$ cat src/rtl/dshot_pkg.sv
// Shared types and constants for the DShot-to-PWM output stage.
package dshot_pkg;

   localparam int unsigned DSHOT_MIN_THROTTLE = 48;
   localparam int unsigned DSHOT_MAX_THROTTLE = 2047;
   localparam int unsigned DSHOT_CMD_DISARM   = 0;

   localparam int unsigned SPEED_W = 11;
   localparam int unsigned CMD_W   = 6;
   localparam int unsigned PULSE_W = 16;

   typedef logic [PULSE_W-1:0] pulse_t;
   typedef logic [SPEED_W-1:0] speed_t;
   typedef logic [CMD_W-1:0]   cmd_t;

   typedef enum logic [1:0] {
      ST_DISARMED = 2'd0,
      ST_ARMED    = 2'd1,
      ST_FAILSAFE = 2'd2
   } arm_state_e;

   // Throttle 48..2047 maps linearly onto min_pulse + steps of 2^step_shift clocks.
   function automatic pulse_t throttle_to_pulse(input speed_t     speed,
                                                input pulse_t     min_pulse,
                                                input int unsigned step_shift);
      pulse_t steps;
      steps = PULSE_W'(speed) - PULSE_W'(DSHOT_MIN_THROTTLE);
      return min_pulse + (steps << step_shift);
   endfunction

endpackage

$ cat src/rtl/dshot_pwm_output_if.sv
// Decoded-frame bus from dshotInput into the PWM output stage.
interface dshot_pwm_output_if;
   import dshot_pkg::*;

   speed_t setSpeed;
   cmd_t   specialCommand;
   logic   isSpecialCommand;
   logic   isValidSpeed;
   logic   CRCValid;
   logic   processing;

   modport master (
      output setSpeed,
      output specialCommand,
      output isSpecialCommand,
      output isValidSpeed,
      output CRCValid,
      output processing
   );

   modport slave (
      input setSpeed,
      input specialCommand,
      input isSpecialCommand,
      input isValidSpeed,
      input CRCValid,
      input processing
   );

endinterface

$ cat src/rtl/dshot_pwm_output_pwm_generator.sv
// Fixed-period PWM: width reloads only at period start so pulses are never cut or stretched.
module pwm_generator
   import dshot_pkg::*;
#(
   parameter int unsigned PERIOD_CLKS    = 320000,
   parameter int unsigned MIN_PULSE_CLKS = 16000
) (
   input  logic   clk,
   input  logic   rst,
   input  pulse_t target,
   output pulse_t pulseClks,
   output logic   pwmOut
);

   localparam int unsigned       CNT_W    = $clog2(PERIOD_CLKS);
   localparam logic [CNT_W-1:0]  CNT_LAST = CNT_W'(PERIOD_CLKS - 1);
   localparam pulse_t            MIN_PULSE = PULSE_W'(MIN_PULSE_CLKS);

   logic [CNT_W-1:0] period_cnt_q, period_cnt_d;
   pulse_t           pulse_q, pulse_d;
   logic             pwm_q, pwm_d;

   // Compare against the width being loaded this edge so the first clock of a period is high.
   always_comb begin
      period_cnt_d = period_cnt_q;
      pulse_d      = pulse_q;
      pwm_d        = 1'b0;

      if (period_cnt_q == CNT_LAST) begin
         period_cnt_d = '0;
      end else begin
         period_cnt_d = period_cnt_q + CNT_W'(1);
      end

      if (period_cnt_q == '0) begin
         pulse_d = target;
      end

      pwm_d = (32'(period_cnt_q) < 32'(pulse_d));
   end

   always_ff @(posedge clk or posedge rst) begin
      if (rst) begin
         period_cnt_q <= '0;
         pulse_q      <= MIN_PULSE;
         pwm_q        <= 1'b0;
      end else begin
         period_cnt_q <= period_cnt_d;
         pulse_q      <= pulse_d;
         pwm_q        <= pwm_d;
      end
   end

   assign pulseClks = pulse_q;
   assign pwmOut    = pwm_q;

endmodule

$ cat src/rtl/dshot_pwm_output.sv
// DShot frame consumer: arming FSM, link-loss watchdog with latched failsafe, and servo PWM drive.
module dshot_pwm_output
   import dshot_pkg::*;
#(
   parameter int unsigned PERIOD_CLKS    = 320000,
   parameter int unsigned MIN_PULSE_CLKS = 16000,
   parameter int unsigned STEP_SHIFT     = 3,
   parameter int unsigned ARM_FRAMES     = 10,
   parameter int unsigned TIMEOUT_CLKS   = 1600000
) (
   input  logic               clk,
   input  logic               rst,
   dshot_pwm_output_if.slave  frame,
   output logic               pwmOut,
   output pulse_t             pulseClks,
   output logic               armed,
   output logic               failsafe
);

   localparam int unsigned      WD_W      = $clog2(TIMEOUT_CLKS);
   localparam int unsigned      ARM_W     = $clog2(ARM_FRAMES + 1);
   localparam logic [WD_W-1:0]  WD_LAST   = WD_W'(TIMEOUT_CLKS - 1);
   localparam logic [ARM_W-1:0] ARM_LAST  = ARM_W'(ARM_FRAMES - 1);
   localparam pulse_t           MIN_PULSE = PULSE_W'(MIN_PULSE_CLKS);

   logic             proc_dly_q, proc_dly_d;
   arm_state_e       state_q, state_d;
   logic [ARM_W-1:0] arm_cnt_q, arm_cnt_d;
   logic [WD_W-1:0]  wd_cnt_q, wd_cnt_d;
   pulse_t           target_q, target_d;
   logic             armed_q, armed_d;
   logic             failsafe_q, failsafe_d;

   logic strobe_c;
   logic valid_c;
   logic throttle_c;
   logic disarm_c;
   logic expire_c;

   // A frame is complete on the falling edge of processing.
   always_comb begin
      proc_dly_d = frame.processing;
      strobe_c   = proc_dly_q & ~frame.processing;
      valid_c    = strobe_c & frame.CRCValid;
      throttle_c = valid_c & frame.isValidSpeed;
      disarm_c   = valid_c & frame.isSpecialCommand &
                   (frame.specialCommand == CMD_W'(DSHOT_CMD_DISARM));
      expire_c   = (wd_cnt_q == WD_LAST) & ~valid_c;
   end

   always_comb begin
      state_d    = state_q;
      arm_cnt_d  = arm_cnt_q;
      wd_cnt_d   = wd_cnt_q;
      target_d   = target_q;
      armed_d    = armed_q;
      failsafe_d = failsafe_q;

      // Watchdog saturates at its last count so expiry stays asserted until a valid frame.
      if (valid_c) begin
         wd_cnt_d = '0;
      end else if (wd_cnt_q != WD_LAST) begin
         wd_cnt_d = wd_cnt_q + WD_W'(1);
      end

      case (state_q)
         ST_ARMED: begin
            if (expire_c) begin
               state_d    = ST_FAILSAFE;
               target_d   = MIN_PULSE;
               armed_d    = 1'b0;
               failsafe_d = 1'b1;
               arm_cnt_d  = '0;
            end else if (throttle_c) begin
               target_d = throttle_to_pulse(frame.setSpeed, MIN_PULSE, STEP_SHIFT);
            end else if (disarm_c) begin
               target_d = MIN_PULSE;
            end
         end

         // DISARMED and FAILSAFE share the arming sequence; failsafe clears only on arm.
         default: begin
            target_d = MIN_PULSE;
            if (expire_c || throttle_c) begin
               arm_cnt_d = '0;
            end else if (disarm_c) begin
               if (arm_cnt_q == ARM_LAST) begin
                  state_d    = ST_ARMED;
                  armed_d    = 1'b1;
                  failsafe_d = 1'b0;
                  arm_cnt_d  = '0;
               end else begin
                  arm_cnt_d = arm_cnt_q + ARM_W'(1);
               end
            end
         end
      endcase
   end

   always_ff @(posedge clk or posedge rst) begin
      if (rst) begin
         proc_dly_q <= 1'b0;
         state_q    <= ST_DISARMED;
         arm_cnt_q  <= '0;
         wd_cnt_q   <= '0;
         target_q   <= MIN_PULSE;
         armed_q    <= 1'b0;
         failsafe_q <= 1'b0;
      end else begin
         proc_dly_q <= proc_dly_d;
         state_q    <= state_d;
         arm_cnt_q  <= arm_cnt_d;
         wd_cnt_q   <= wd_cnt_d;
         target_q   <= target_d;
         armed_q    <= armed_d;
         failsafe_q <= failsafe_d;
      end
   end

   pwm_generator #(
      .PERIOD_CLKS    (PERIOD_CLKS),
      .MIN_PULSE_CLKS (MIN_PULSE_CLKS)
   ) u_pwm (
      .clk       (clk),
      .rst       (rst),
      .target    (target_q),
      .pulseClks (pulseClks),
      .pwmOut    (pwmOut)
   );

   assign armed    = armed_q;
   assign failsafe = failsafe_q;

endmodule

$ cat src/flat_wrapper.sv
// flat-port wrapper written by rule: the top's interface ports become plain ports
module dshot_pwm_output_flat import dshot_pkg::*;
#(
   parameter int unsigned PERIOD_CLKS    = 320000,
   parameter int unsigned MIN_PULSE_CLKS = 16000,
   parameter int unsigned STEP_SHIFT     = 3,
   parameter int unsigned ARM_FRAMES     = 10,
   parameter int unsigned TIMEOUT_CLKS   = 1600000
)
  (clk, rst, pwmOut, pulseClks, armed, failsafe, frame_setSpeed, frame_specialCommand, frame_isSpecialCommand, frame_isValidSpeed, frame_CRCValid, frame_processing);
  dshot_pwm_output_if frame_i ();
  input  logic clk;
  input  logic rst;
  output logic pwmOut;
  output pulse_t pulseClks;
  output logic armed;
  output logic failsafe;
  input wire logic [$bits(frame_i.setSpeed)-1:0] frame_setSpeed;
  input wire logic [$bits(frame_i.specialCommand)-1:0] frame_specialCommand;
  input wire logic [$bits(frame_i.isSpecialCommand)-1:0] frame_isSpecialCommand;
  input wire logic [$bits(frame_i.isValidSpeed)-1:0] frame_isValidSpeed;
  input wire logic [$bits(frame_i.CRCValid)-1:0] frame_CRCValid;
  input wire logic [$bits(frame_i.processing)-1:0] frame_processing;
  assign frame_i.setSpeed = frame_setSpeed;
  assign frame_i.specialCommand = frame_specialCommand;
  assign frame_i.isSpecialCommand = frame_isSpecialCommand;
  assign frame_i.isValidSpeed = frame_isValidSpeed;
  assign frame_i.CRCValid = frame_CRCValid;
  assign frame_i.processing = frame_processing;
  dshot_pwm_output #(.PERIOD_CLKS(PERIOD_CLKS), .MIN_PULSE_CLKS(MIN_PULSE_CLKS), .STEP_SHIFT(STEP_SHIFT), .ARM_FRAMES(ARM_FRAMES), .TIMEOUT_CLKS(TIMEOUT_CLKS)) u_core (.clk(clk), .rst(rst), .frame(frame_i), .pwmOut(pwmOut), .pulseClks(pulseClks), .armed(armed), .failsafe(failsafe));
endmodule
$ cat config.mk
export PLATFORM = sky130hd
export DESIGN_NAME = dshot_pwm_output_flat
export DESIGN_NICKNAME = d
export VERILOG_FILES = /design/src/rtl/dshot_pkg.sv /design/src/rtl/dshot_pwm_output_if.sv /design/src/rtl/dshot_pwm_output_pwm_generator.sv /design/src/rtl/dshot_pwm_output.sv /design/src/flat_wrapper.sv
export SDC_FILE = /design/constraint.sdc
export NUM_CORES = 1
export LEC_CHECK = 0
export ABC_CLOCK_PERIOD_IN_PS = 6300
export CORE_MARGIN = 4
export CORE_UTILIZATION = 32
export DETAILED_ROUTE_END_ITERATION = 8
export GPL_TIMING_DRIVEN = 0
export HOLD_SLACK_MARGIN = 0.15
export SKIP_LAST_GASP = 1
export SLEW_MARGIN = 20
export SYNTH_ARGS = -nofsm -noshare
export SYNTH_HDL_FRONTEND = slang
export SYNTH_SLANG_ARGS = --single-unit
$ cat constraint.sdc
create_clock -name clk -period 6.3 [get_ports clk]
set_input_delay 0.945 -clock clk [delete_from_list [all_inputs] [get_ports clk]]
set_output_delay 0.945 -clock clk [all_outputs]
set_load 0.05 [all_outputs]
# Word-level counts from Yosys, hierarchy flattened
# Cells that the tools add are included.
[word_totals] reg_bits=82 input_bits=23 output_inout_bits=19
[classes] add_sub_neg=5 n_lt_le_gt_ge=1 eq_ne=8 muxes=28 bitwise_logic=8 reduce_logical=9
[ops] operator="16-bit 2-to-1 mux" n=5
[ops] operator="21-bit 2-to-1 mux" n=2
[ops] operator="21-bit by 1-bit adder with 21-bit output (second input constant)" n=1
[ops] operator="21-bit == test (second input constant)" n=1
[ops] operator="21-bit inequality test (second input constant)" n=1
[ops] operator="4-bit 2-to-1 mux" n=5
[ops] operator="19-bit by 1-bit adder with 19-bit output (second input constant)" n=1
[ops] operator="19-bit == test (second input constant)" n=1
[ops] operator="19-bit zero test" n=1
[ops] operator="19-bit by 16-bit < comparator with 1-bit output" n=1
[ops] operator="19-bit 2-to-1 mux" n=1
[ops] operator="14-bit by 16-bit adder with 16-bit output (first input constant)" n=1
[ops] operator="11-bit by 6-bit subtractor with 12-bit output (second input constant)" n=1
[ops] operator="1-bit 2-to-1 mux" n=10
[ops] operator="2-bit 2-to-1 mux" n=5
[ops] operator="1-bit AND" n=6
[ops] operator="6-bit zero test" n=1
[ops] operator="2-bit nonzero test" n=3
[ops] operator="4-bit by 1-bit adder with 4-bit output (second input constant)" n=1
[ops] operator="4-bit == test (second input constant)" n=1
[ops] operator="4-bit by 1-bit inequality test with 1-bit output (second input constant)" n=1
[ops] operator="4-bit AND reduction" n=1
[ops] operator="3-bit nonzero test" n=1
[ops] operator="2-bit by 1-bit == test with 1-bit output (second input constant)" n=1
[ops] operator="5 further kinds" n=6

# Longest topological paths before layout
[depth] ltp_word=9 depth_mapped=13 depth_no_buf=13

# Modules after synthesis
# A second synthesis with hierarchy kept.
[unflattened] cells_unflattened=427 area_unflattened_um2=4423.0
[by_module_without_submodules] mod="dshot_pwm_output" n_inst=1 cells_each=240 area_each_um2=2348.5 seq_area_each_um2=1033.5
[by_module_without_submodules] mod="pwm_generator" n_inst=1 cells_each=187 area_each_um2=2074.5 seq_area_each_um2=908.4

# Least setup slack after synthesis
# Ideal clock, no wire load.
[synth_path] path_kind="register to register" from="register u_core.u_pwm.period_cnt_q[16]" to="register u_core.u_pwm.pwm_q (netlist: u_core.u_pwm.pwmOut)" setup_time_ns=0.083 arrival_time_ns=2.983 required_ns=6.217 slack_ns=3.235 path_stages_with_launch=12 period_less_slack_ns=3.065 cell_sequence="dfrtp_1 > or3_1 > or4_4 > nor3_4 > buf_8 > mux2i_1 > ha_1 > a21oi_1 > o21ai_0 > a221oi_1 > nand3b_1 > o21ai_0"
[synth_via] elab_chain_cells=3
[synth_rtl] item="start, declared" line_no="dshot_pwm_output_pwm_generator.sv:19" source="logic [CNT_W-1:0] period_cnt_q, period_cnt_d;"
[synth_rtl] item="start signal, assigned" line_no="dshot_pwm_output_pwm_generator.sv:48" source="period_cnt_q <= period_cnt_d;"
[synth_rtl] item="19-bit zero test" line_no="dshot_pwm_output_pwm_generator.sv:35" source="if (period_cnt_q == '0) begin"
[synth_rtl] item="16-bit 2-to-1 mux" line_no="dshot_pwm_output_pwm_generator.sv:35"
[synth_rtl] item="19-bit by 16-bit < comparator with 1-bit output *" line_no="dshot_pwm_output_pwm_generator.sv:39" source="pwm_d = (32'(period_cnt_q) < 32'(pulse_d));"
[synth_rtl] item="net u_core.u_pwm.pwm_d" line_no="dshot_pwm_output_pwm_generator.sv:21" source="logic pwm_q, pwm_d;"
[synth_rtl] item="end signal, assigned" line_no="dshot_pwm_output_pwm_generator.sv:50" source="pwm_q <= pwm_d;"
[synth_rtl] item="end, declared" line_no="dshot_pwm_output_pwm_generator.sv:21"
# The timed path passes the listed nets; every way through them passes the cells marked *.
# A chain may end at the register's enable or synchronous reset.

# Final worst setup path
# Ends and elaborated chain as after synthesis.

==> flow_metrics.py <==
metrics = {
    "critical_path": {
        "endpoint": "u_core.u_pwm.pwmOut",
        "crit_type": "reg2reg",
        "critical_path_arrival_ns": 3.89,
        "worst-r2r-setup-slack_ns": 2.65,
        "worstPathRequired_ns": 6.54,
        "r2r_end": "u_core.u_pwm.pwmOut",
        "rr_worst_depth": 11,
        "cp-startpoint": "u_core.u_pwm.period_cnt_q[16]",
        "crit_path_start_kind": "register",
        "reg2reg_from": "u_core.u_pwm.period_cnt_q[16]",
        "path_max_fanout": 10,
        "end_kind": "register",
    },
    "synthesis": {
        "synth_compound_area_share_pct": 10.30,
        "synth-xor-area-share_pct": 7.828,
        "synth_seq_cells": 77,
        "synth_area_sq_um": 4252,
        "ys_seq_area_share_pct": 45.67,
        "synth.avg_cell_area_sq_um": 10.12,
        "synth_top_family_by_area": "simple AND/OR/NAND/NOR gates",
        "yosys-top-cells-area": "dfrtp_1 (38%), dfstp_2 (7.4%), ha_1 (6.5%)",
        "synth.area.mux_share_pct": 4.120,
        "synth_edf_count": 0,
        "yosys.area_share.simple_pct": 21.90,
        "synth-adder-area-share_pct": 6.474,
        "synth.top_cell.area_share_pct": 38.26,
        "syn_inst": 420,
        "synth_top_flop_cell": "dfrtp_1",
        "async_flop_share_pct": 100.0,
        "ys_types": 57,
        "synth_top_cell_by_area": "dfrtp_1",
        "synth_nets": 465,
        "synth.yosys.warnings": 0,
    },
    "clocking": {
        "cts-htree-levels": 3,
        "clock_latency_ns": 0.33,
        "clk_path_buf_depth": 2,
        "cts_hold_buf": 0,
        "path_clk_slew_ns": 0.06,
        "cts_tree": "done",
        "cts_buffers": 9,
        "clock_sinks": 77,
        "post_cts.repair.setup_buffers": 0,
        "ctsResizeCount": 0,
        "cts-root-buf": "clkbuf_16",
    },
    "sta": {
        "finClkSkew_ns": 0.005950,
        "max_slew_margin_pct": 52.59,
        "setup_viol": 0,
        "min_period_over_period_pct": 57.95,
        "max_freq_ghz": 0.2739,
        "rsz0062_at_grt": "no",
        "worstMarginPinSlew_ns": 0.7073,
        "period_minus_slack_ns": 3.651,
        "slew_violations": 0,
        "setup_tns_ns": 0,
        "fin_ws_ns": 2.649,
        "hold_viol_final": 0,
    },
    "pwr": {
        "finalPower_mw": 1.128,
        "leakage_nw": 2.280,
        "ir_drop_uv": 126.5,
        "power_density_nw_per_um2": 217.2,
    },
    "place": {
        "place_congestion": 0.7980,
        "dp_slack_ns": 2.592,
        "placed_area_sq_um": 4897,
        "io_buffer_count": 40,
        "post-dp-hpwl_mm": 6.967,
        "place_inst": 633,
    },
    "route": {
        "wl_per_cell_um": 14.44,
        "ant_nets": 0,
        "wl_met3_um": 401,
        "route.detailed.drc": 0,
        "dr.pass1.iters": 4,
        "via_count": 3233,
        "wl_met2_mm": 4.157,
        "drt-initial-drc-count": 167,
        "vias_per_cell": 4.982,
        "routed_wl_mm": 9.373,
        "wl_met1_mm": 4.617,
        "dr.max_layer_used": "met4",
    },
    "status": {
        "outcome": "finished clean",
    },
    "layout": {
        "instances_no_fill": 649,
        "fin_area_sq_um": 5196,
        "mostFrequentLayoutCells": "dfrtp_1 (65), clkdlybuf4s50_1 (40), nor2_1 (36)",
        "drive_above_1_share_pct": 8.595,
        "layout_commonest_cell": "dfrtp_1",
        "area_growth_pct": 22.22,
        "num_antenna_cells": 0,
        "layout.nets": 517,
    },
    "floorplan": {
        "die_h_um": 123.3,
        "rows": 41,
        "dieArea_sq_um": 15190,
        "coreArea_sq_um": 12820,
        "start_util_pct": 33.15,
        "io_pins": 42,
        "dieWidth_um": 123.3,
    },
    "global_routing": {
        "grt_pass1_wl_mm": 15.70,
        "antenna_found_initial": 0,
        "grt_overflow_total": 0,
        "first_global_vias": 3173,
        "grt_max_degree": 54,
        "grt_usage_pct": 13.15,
    },
    "job": {
        "cap_viol_max_count": 0,
    },
    "worst_hold_path": {
        "min_path_type": "reg2reg",
    },
}
==> synthesized netlist by cell type, types with 2 or more instances <==
| cell type | n |
|---|---|
| xnor2_1 | 22 |
| nor2_1 | 36 |
| nor2b_1 | 3 |
| or4_1 | 3 |
| o31ai_1 | 2 |
| inv_1 | 26 |
| nor4b_1 | 3 |
| a211oi_1 | 4 |
| a22o_1 | 6 |
| nand4_1 | 8 |
| nor3b_1 | 2 |
| a211o_1 | 3 |
| and3_1 | 7 |
| xor2_1 | 16 |
| nand3b_1 | 5 |
| a221oi_1 | 2 |
| nand2b_1 | 9 |
| a2bb2oi_1 | 3 |
| mux2i_1 | 13 |
| or3_1 | 6 |
| and3b_1 | 3 |
| and2_1 | 3 |
| o21ai_0 | 10 |
| nor4_1 | 4 |
| nand2_1 | 25 |
| nand3_1 | 24 |
| clkbuf_1 | 12 |
| dfstp_2 | 12 |
| ha_1 | 22 |
| and4_1 | 9 |
| mux2_2 | 4 |
| nor3_1 | 8 |
| dfrtp_1 | 65 |
| a21oi_1 | 17 |
==> worst max-delay path, cell delays in order (launching register included) <==
cell	delay (ns)
dfrtp_1	0.42
or3_1	0.42
or4_4	0.44
nor3_4	0.43
buf_8	0.23
mux2i_1	0.27
ha_1	0.29
a21oi_1	0.13
o21ai_0	0.17
a221oi_1	0.44
nand3b_1	0.11
o21ai_0	0.20
==> per-layer routing <==
layer	vias up	global-route usage, %
met5	-	0
met4	0	5.536
met3	13	2.333
met2	75	19.71
met1	1537	18.71
li1	1608	-
==> where the power goes <==
group	internal, mW	total (mW)	leakage, nW	switching (mW)
logic	0.0407	0.0895	1.13	0.0489
clock network	0.316	0.514	0.143	0.197
registers	0.510	0.525	1.00	0.0150
total	0.867	1.13	2.28	0.261
==> logic make-up after synthesis <==
kind of cell               Yosys count
adders and majority gates           22
AOI/OAI and AO/OA                   62
xor gates and xnor gates            38
muxes                               17
buffers and inverters               39
and+or+nand+nor                    165
DFF                                 77
==> final cells by class <==
class | count | area [sq um]
fillers | 1277 | 7629
multi-input cells | 304 | 2157
flip-flops and latches | 77 | 1942
repair buffers | 41 | 427.9
clock buffers | 12 | 246.5
well taps | 172 | 215.2
inverters | 26 | 100.1
plain buffers | 13 | 60.06
clock inverters | 4 | 47.55
==> through the flow <==
stage	hold WS [ns]	utilization, %
floorplan	0.4365	-
detailed placement	0.4552	38.19
CTS	0.4684	40.48
global route	0.5116	40.52
finish	0.4675	40.52
global placement	0.4616	37.95
==> worst min-delay path by stage <==
stage,from,endpoint,cells past startpoint
after CTS,u_core.target_q[12],u_core.target_q[12],2
after global routing,u_core.target_q[12],u_core.target_q[12],2
after detailed placement,u_core.target_q[12],u_core.target_q[12],2
final,u_core.target_q[12],u_core.target_q[12],2
after global placement,u_core.target_q[12],u_core.target_q[12],2
after floorplan,u_core.target_q[12],u_core.target_q[12],2
==> flip-flops by register name, summed over array words and instances (netlist names) <==
name	count
u_core.u_pwm.pwmOut	1
u_core.state_q	2
u_core.arm_cnt_q	4
u_core.u_pwm.period_cnt_q	19
u_core.wd_cnt_q	21
u_core.target_q	13
u_core.u_pwm.pulseClks	16
u_core.proc_dly_q	1
Power figures use the tool's default switching activity.
